File: config.mk
export PLATFORM = sky130hd
export DESIGN_NAME = input_conditioner
export DESIGN_NICKNAME = d
export VERILOG_FILES = /design/src/rtl/input_conditioner.sv
export SDC_FILE = /design/constraint.sdc
export NUM_CORES = 1
export LEC_CHECK = 0
export ABC_CLOCK_PERIOD_IN_PS = 2500
export BUFFER_PORTS_ARGS = -buffer_cell sky130_fd_sc_hd__buf_4
export CAP_MARGIN = 15
export CORE_UTILIZATION = 40
export DETAILED_ROUTE_END_ITERATION = 8
export GPL_TIMING_DRIVEN = 0
export PLACE_DENSITY_LB_ADDON = 0.25
export SKIP_LAST_GASP = 1
export SYNTH_ARGS = -nofsm -noshare
export SYNTH_HDL_FRONTEND = slang
export SYNTH_SLANG_ARGS = --single-unit
File: constraint.sdc
create_clock -name clk -period 2.5 [get_ports clk]
set_input_delay 0.375 -clock clk [delete_from_list [all_inputs] [get_ports clk]]
set_output_delay 0.375 -clock clk [all_outputs]
set_load 0.02 [all_outputs]
File: src/rtl/input_conditioner.sv
// N-channel synchronizer, debouncer and edge detector with optional auto-repeat strobes.
// Build macro: AUTOREPEAT_EN enables per-channel hold counters; otherwise repeat_o mirrors rise.
module input_conditioner #(
  parameter int unsigned     N_CH          = 8,
  parameter int unsigned     DEBOUNCE_CYC  = 1000000,
  parameter logic [N_CH-1:0] RESET_VALUE   = '0,
  parameter int unsigned     REPEAT_DELAY  = 50000000,
  parameter int unsigned     REPEAT_PERIOD = 10000000
) (
  input  logic            clk,
  input  logic            reset,
  input  logic [N_CH-1:0] noisy,
  output logic [N_CH-1:0] clean,
  output logic [N_CH-1:0] rise,
  output logic [N_CH-1:0] fall,
  output logic            changed,
  output logic [N_CH-1:0] repeat_o
);

  localparam int unsigned CNT_W = (DEBOUNCE_CYC < 1) ? 1 : $clog2(DEBOUNCE_CYC + 1);
  localparam logic [CNT_W-1:0] CNT_TERM = CNT_W'((DEBOUNCE_CYC > 0) ? DEBOUNCE_CYC - 1 : 0);

  logic [N_CH-1:0]            s1_q, s1_d;
  logic [N_CH-1:0]            s2_q, s2_d;
  logic [N_CH-1:0]            clean_q, clean_d;
  logic [N_CH-1:0]            rise_q, rise_d;
  logic [N_CH-1:0]            fall_q, fall_d;
  logic                       changed_q, changed_d;
  logic [N_CH-1:0]            rpt_q, rpt_d;
  logic [N_CH-1:0][CNT_W-1:0] cnt_q, cnt_d;

  always_comb begin
    s1_d    = noisy;
    s2_d    = s1_q;
    clean_d = clean_q;
    rise_d  = '0;
    fall_d  = '0;
    cnt_d   = cnt_q;
    for (int unsigned i = 0; i < N_CH; i++) begin
      if (s2_q[i] == clean_q[i]) begin
        cnt_d[i] = '0;
      end else if (cnt_q[i] == CNT_TERM) begin
        // Terminal count: commit the new level and emit its edge in the same edge.
        clean_d[i] = s2_q[i];
        cnt_d[i]   = '0;
        rise_d[i]  = s2_q[i];
        fall_d[i]  = ~s2_q[i];
      end else begin
        cnt_d[i] = cnt_q[i] + 1'b1;
      end
    end
    changed_d = |(rise_d | fall_d);
  end

  always_ff @(posedge clk) begin
    if (reset) begin
      s1_q      <= RESET_VALUE;
      s2_q      <= RESET_VALUE;
      clean_q   <= RESET_VALUE;
      rise_q    <= '0;
      fall_q    <= '0;
      changed_q <= 1'b0;
      rpt_q     <= '0;
      cnt_q     <= '0;
    end else begin
      s1_q      <= s1_d;
      s2_q      <= s2_d;
      clean_q   <= clean_d;
      rise_q    <= rise_d;
      fall_q    <= fall_d;
      changed_q <= changed_d;
      rpt_q     <= rpt_d;
      cnt_q     <= cnt_d;
    end
  end

`ifdef AUTOREPEAT_EN
  localparam int unsigned HOLD_MAX = (REPEAT_DELAY > REPEAT_PERIOD) ? REPEAT_DELAY : REPEAT_PERIOD;
  localparam int unsigned HOLD_W   = (HOLD_MAX < 1) ? 1 : $clog2(HOLD_MAX + 1);
  localparam logic [HOLD_W-1:0] DELAY_LOAD  = HOLD_W'((REPEAT_DELAY > 0) ? REPEAT_DELAY - 1 : 0);
  localparam logic [HOLD_W-1:0] PERIOD_LOAD = HOLD_W'((REPEAT_PERIOD > 0) ? REPEAT_PERIOD - 1 : 0);

  logic [N_CH-1:0][HOLD_W-1:0] hold_q, hold_d;

  // Hold counters count down to the next strobe; a fall clears them with no strobe that cycle.
  always_comb begin
    hold_d = hold_q;
    rpt_d  = '0;
    for (int unsigned i = 0; i < N_CH; i++) begin
      if (rise_d[i]) begin
        rpt_d[i]  = 1'b1;
        hold_d[i] = DELAY_LOAD;
      end else if (clean_q[i] && clean_d[i]) begin
        if (hold_q[i] == '0) begin
          rpt_d[i]  = 1'b1;
          hold_d[i] = PERIOD_LOAD;
        end else begin
          hold_d[i] = hold_q[i] - 1'b1;
        end
      end else begin
        hold_d[i] = '0;
      end
    end
  end

  always_ff @(posedge clk) begin
    if (reset) begin
      hold_q <= '0;
    end else begin
      hold_q <= hold_d;
    end
  end
`else
  logic unused_repeat_cfg;
  assign unused_repeat_cfg = ^{REPEAT_DELAY, REPEAT_PERIOD};

  always_comb begin
    rpt_d = rise_d;
  end
`endif

  assign clean    = clean_q;
  assign rise     = rise_q;
  assign fall     = fall_q;
  assign changed  = changed_q;
  assign repeat_o = rpt_q;

endmodule

==> results summary <==
The run finished with clean final reports. The final setup violation count came out at 0. Counting distinct cell types in the post-synthesis netlist gives 50. In this run the horizontal extent of the chip is ~150 µm. The switching component of the power came out at roughly 0.0013 W.

IR analysis of the VDD net gives a maximum drop of around 0.00038 V. The initial antenna violation count came out at 0. The number of hold violations in the final report is 0. The later pin in the worst-skew pair is clocked with a latency of 0.50 ns. TritonCTS built the clock tree. The first global-routing pass estimated 30.7 mm of wire. The share of the cycle needed by the critical path after routing is roughly nine tenths. The max capacitance violation total came out at 0. The number of global-route vias before repair came out at roughly 6500. The switching fraction of total power came out at between 15 and 20%.

The areal power density over the cells is 674 nW/µm². During synthesis, Yosys emitted a total of 0 warnings. The pin count of the biggest net entering global routing came out at 14.

The overflow left after global routing is 0. Clock tree synthesis inserted a total of 22 buffers. Data arrives at the worst endpoint at approximately 2.7 ns. The number of nets in the synthesized netlist is between 900 and 1000. The transition time of the tightest slew-check pin is ~0.80 ns. Summing the sequential cell areas from Yosys gives between 40% and 50% of the chip area. The analysis attributes to cell leakage a power of roughly 3.2 nW. The first TritonRoute pass finished after 4 iterations. The total standard cell area after synthesis is just under 9000 µm². The commonest non-fill, non-tap cell in the layout is sky130_fd_sc_hd__dfxtp_1. Among all flip-flop cells after synthesis, the most frequent one is sky130_fd_sc_hd__dfxtp_1. For this run, the slowest stage of the critical path takes roughly 0.68 ns.

The synthesized design contains 201 register bits. Synthesis produced 971 cells. The tree is rooted in a sky130_fd_sc_hd__clkbuf_16. The count of H-tree levels built during CTS came out at 1.

The average instance area after synthesis came out at 8.99 µm². The largest driver fanout on the critical path is 10. The layout cell share with drive strength beyond 1 came out at between 10 and 15%. The count of buffering cells on the critical path with inverters included came out at 1. The critical path depth in cells came out at 6. By startpoint and endpoint, the worst setup path is classified as flip-flop to flip-flop. Dividing the detail-routed wire length by the instance count gives 13.6 µm. After detailed routing, the number of remaining DRC violations is 0. The max-slew violation count came out at 0.

Once detailed placement completed, the half-perimeter wirelength came to approximately 12 mm. The internal power came out at roughly 0.0056 W. The total length of routed wires came out at about 18 mm. The net count reported at finish is around 1100. The combinational share of power is 1.1%. Per report_power, the clock group accounts for roughly 52% of the total. The routability congestion estimate is 0.794. The number of I/O pins came out at 43.

Walking the worst path, the cells encountered are ha_1 > and4_1 > nand2_1 > o21ai_1 > buf_2 > nor2_1. The routed design could run at a clock period as short as 2.27 ns. The total chip power is ~0.0069 W.

The count of port buffers added during placement came out at 42. The master of the slowest instance on the critical path is sky130_fd_sc_hd__o21ai_1. The row count came out at 53. The placeable core area is about 21000 µm². 0 antenna diodes ended up in the layout. The count of vias placed by the detailed router is about 7000. The antenna violation net count after detailed routing came out at 0. Global routing consumed, over all layers together, 16.5% of the routing resources. Setup repair after global routing left no endpoint under its margin.

The share of synthesized flip-flops with an asynchronous set or reset came out at 0%. The die is 150 µm tall. Between clock sinks in the finished design, the worst skew comes to ~0.0077 ns. Clock-pin slew was measured on the worst setup and hold paths at about 0.060 ns. The growth of design area from synthesis to finish came out at 17.2%.

The worst hold path depth came out at 2. In the routed layout, each cell is associated on average with a via count of between 5 and 6. The tightest slew margin relative to the limit came out at 46.4%.

The die covers around 22000 µm². The iteration-0 DRC count of the detailed router is 238. The class of the most critical hold timing path is input pin to flip-flop.

The number of buffers added to fix hold violations after cts is 0. The data required time at the worst endpoint is around 2.9 ns. The worst setup path is captured at a flip-flop. The final core utilization came out at roughly half. The setup TNS is 0 ns. The part of the power in registers came out at a little under half. The synthesized design contains 0 enable-type register cells. The initial core utilization is around 40%.

The worst setup path is launched from a flip-flop. The clock sink count is 201. On the critical path the largest part of the delay comes from compound AO/OA/AOI/OAI gates.

The library cells used most frequently in the layout, excluding fill and tap cells, are 201 x sky130_fd_sc_hd__dfxtp_1, 108 x sky130_fd_sc_hd__nor2_1, 64 x sky130_fd_sc_hd__a21oi_1. The number of cells on the worst reg-to-reg path is 6. The highest attainable clock frequency came out at between 400 and 500 MHz. The maximum buffer depth of the clock tree came out at 3.
[power by group through the flow]
stage / clock [W] / sequential [W] / combinational [W]
after global placement: 0 / 0.00330 / 0.0000770
after global routing: 0.00382 / 0.00323 / 0.0000869
final: 0.00359 / 0.00323 / 0.0000774
after CTS: 0.00369 / 0.00323 / 0.0000775
after detailed placement: 0 / 0.00330 / 0.0000771
after floorplan: 0 / 0.00330 / 0.0000454
[flip-flops by register name (all words and copies together), names as in the netlist]
name and cells:
s1_q 8, cnt_q 160, fall 8, clean 8, repeat_o 8, s2_q 8
changed 1
[layer usage]
metal | vias up | GRT usage [%] | part of all wire [%]
li1 | 3653 | - | -
met1 | 3271 | 23.1 | 51
met2 | 98 | 25.8 | 43
met3 | 26 | 3.20 | 4.3
met4 | 0 | 4.09 | 1.8
met5 | - | 0 | 0
[repair_timing]
action / 4_1_cts / 5_1_grt
resized for setup: 0 / 5
setup buffers: 0 / 0
endpoints found under the setup margin: 0 / 42
[worst reg2reg max path, delay by kind of cell (launching register included)]
kind | cells | cell delay (ns)
compound gates | 1 | 0.68
simple gates | 3 | 0.52
flops | 1 | 0.36
buf+inv | 1 | 0.36
fa+ha+maj | 1 | 0.24
[cell families after synthesis]
logic type | Yosys count | share of synthesized area [%]
AND/OR/NAND/NOR | 471 | 31.0
flip-flops | 201 | 46.1
AO/OA/AOI/OAI | 141 | 9.27
XOR/XNOR | 96 | 9.63
buffers and inverters | 54 | 2.81
adder cells (fa/ha/maj) | 8 | 1.15
[per-stage QoR]
step	cells	area (µm²)	hold WS [ns]	worst slack, ns
6_report	1327	10200	0.0806	0.231
4_1_cts	1327	10200	0.0604	0.0737
3_3_place_gp	1288	9390	0.419	0.140
5_1_grt	1327	10200	0.0736	0.0774
3_5_place_dp	1288	9390	0.426	0.108
2_1_floorplan	971	8730	0.413	0.625
[worst paths after layout]
path	from	end	slack (ns)
setup reg to reg	cnt_q[0]$_SDFF_PP0_	cnt_q[3]$_SDFF_PP0_	0.23
hold / removal	noisy[4]	s1_q[4]$_SDFF_PP0_	0.08
setup / recovery	cnt_q[0]$_SDFF_PP0_	cnt_q[3]$_SDFF_PP0_	0.23
hold reg to reg	cnt_q[20]$_SDFF_PP0_	cnt_q[20]$_SDFF_PP0_	0.43
[synth_stat cells, drive strengths merged (17+ instances only)]
library cell	n	area share, %
a21oi	64	3.7
and3	20	1.4
and4	22	2.2
clkbuf	20	0.89
dfxtp	201	46
inv	20	0.86
nand2	52	2.2
nand3	52	3.0
nand4	50	4.0
nor2	108	4.6
nor2b	22	1.6
nor4	17	1.2
nor4b	21	2.2
o21ai	46	2.8
o31ai	24	2.1
or3	36	2.6
or4	29	2.5
xnor2	47	4.7
xor2	49	4.9
[final cells by class]
cell class	instances	area, µm²
buffer	34	170
timing repair buffer	42	315
fill	2081	11000
inverter	20	75.1
tap	275	344
clock buffer	35	701
multi-input combinational	716	4480
clock inverter	4	120
sequential	201	4020
Note: power is estimated with default switching activity, not from simulation.
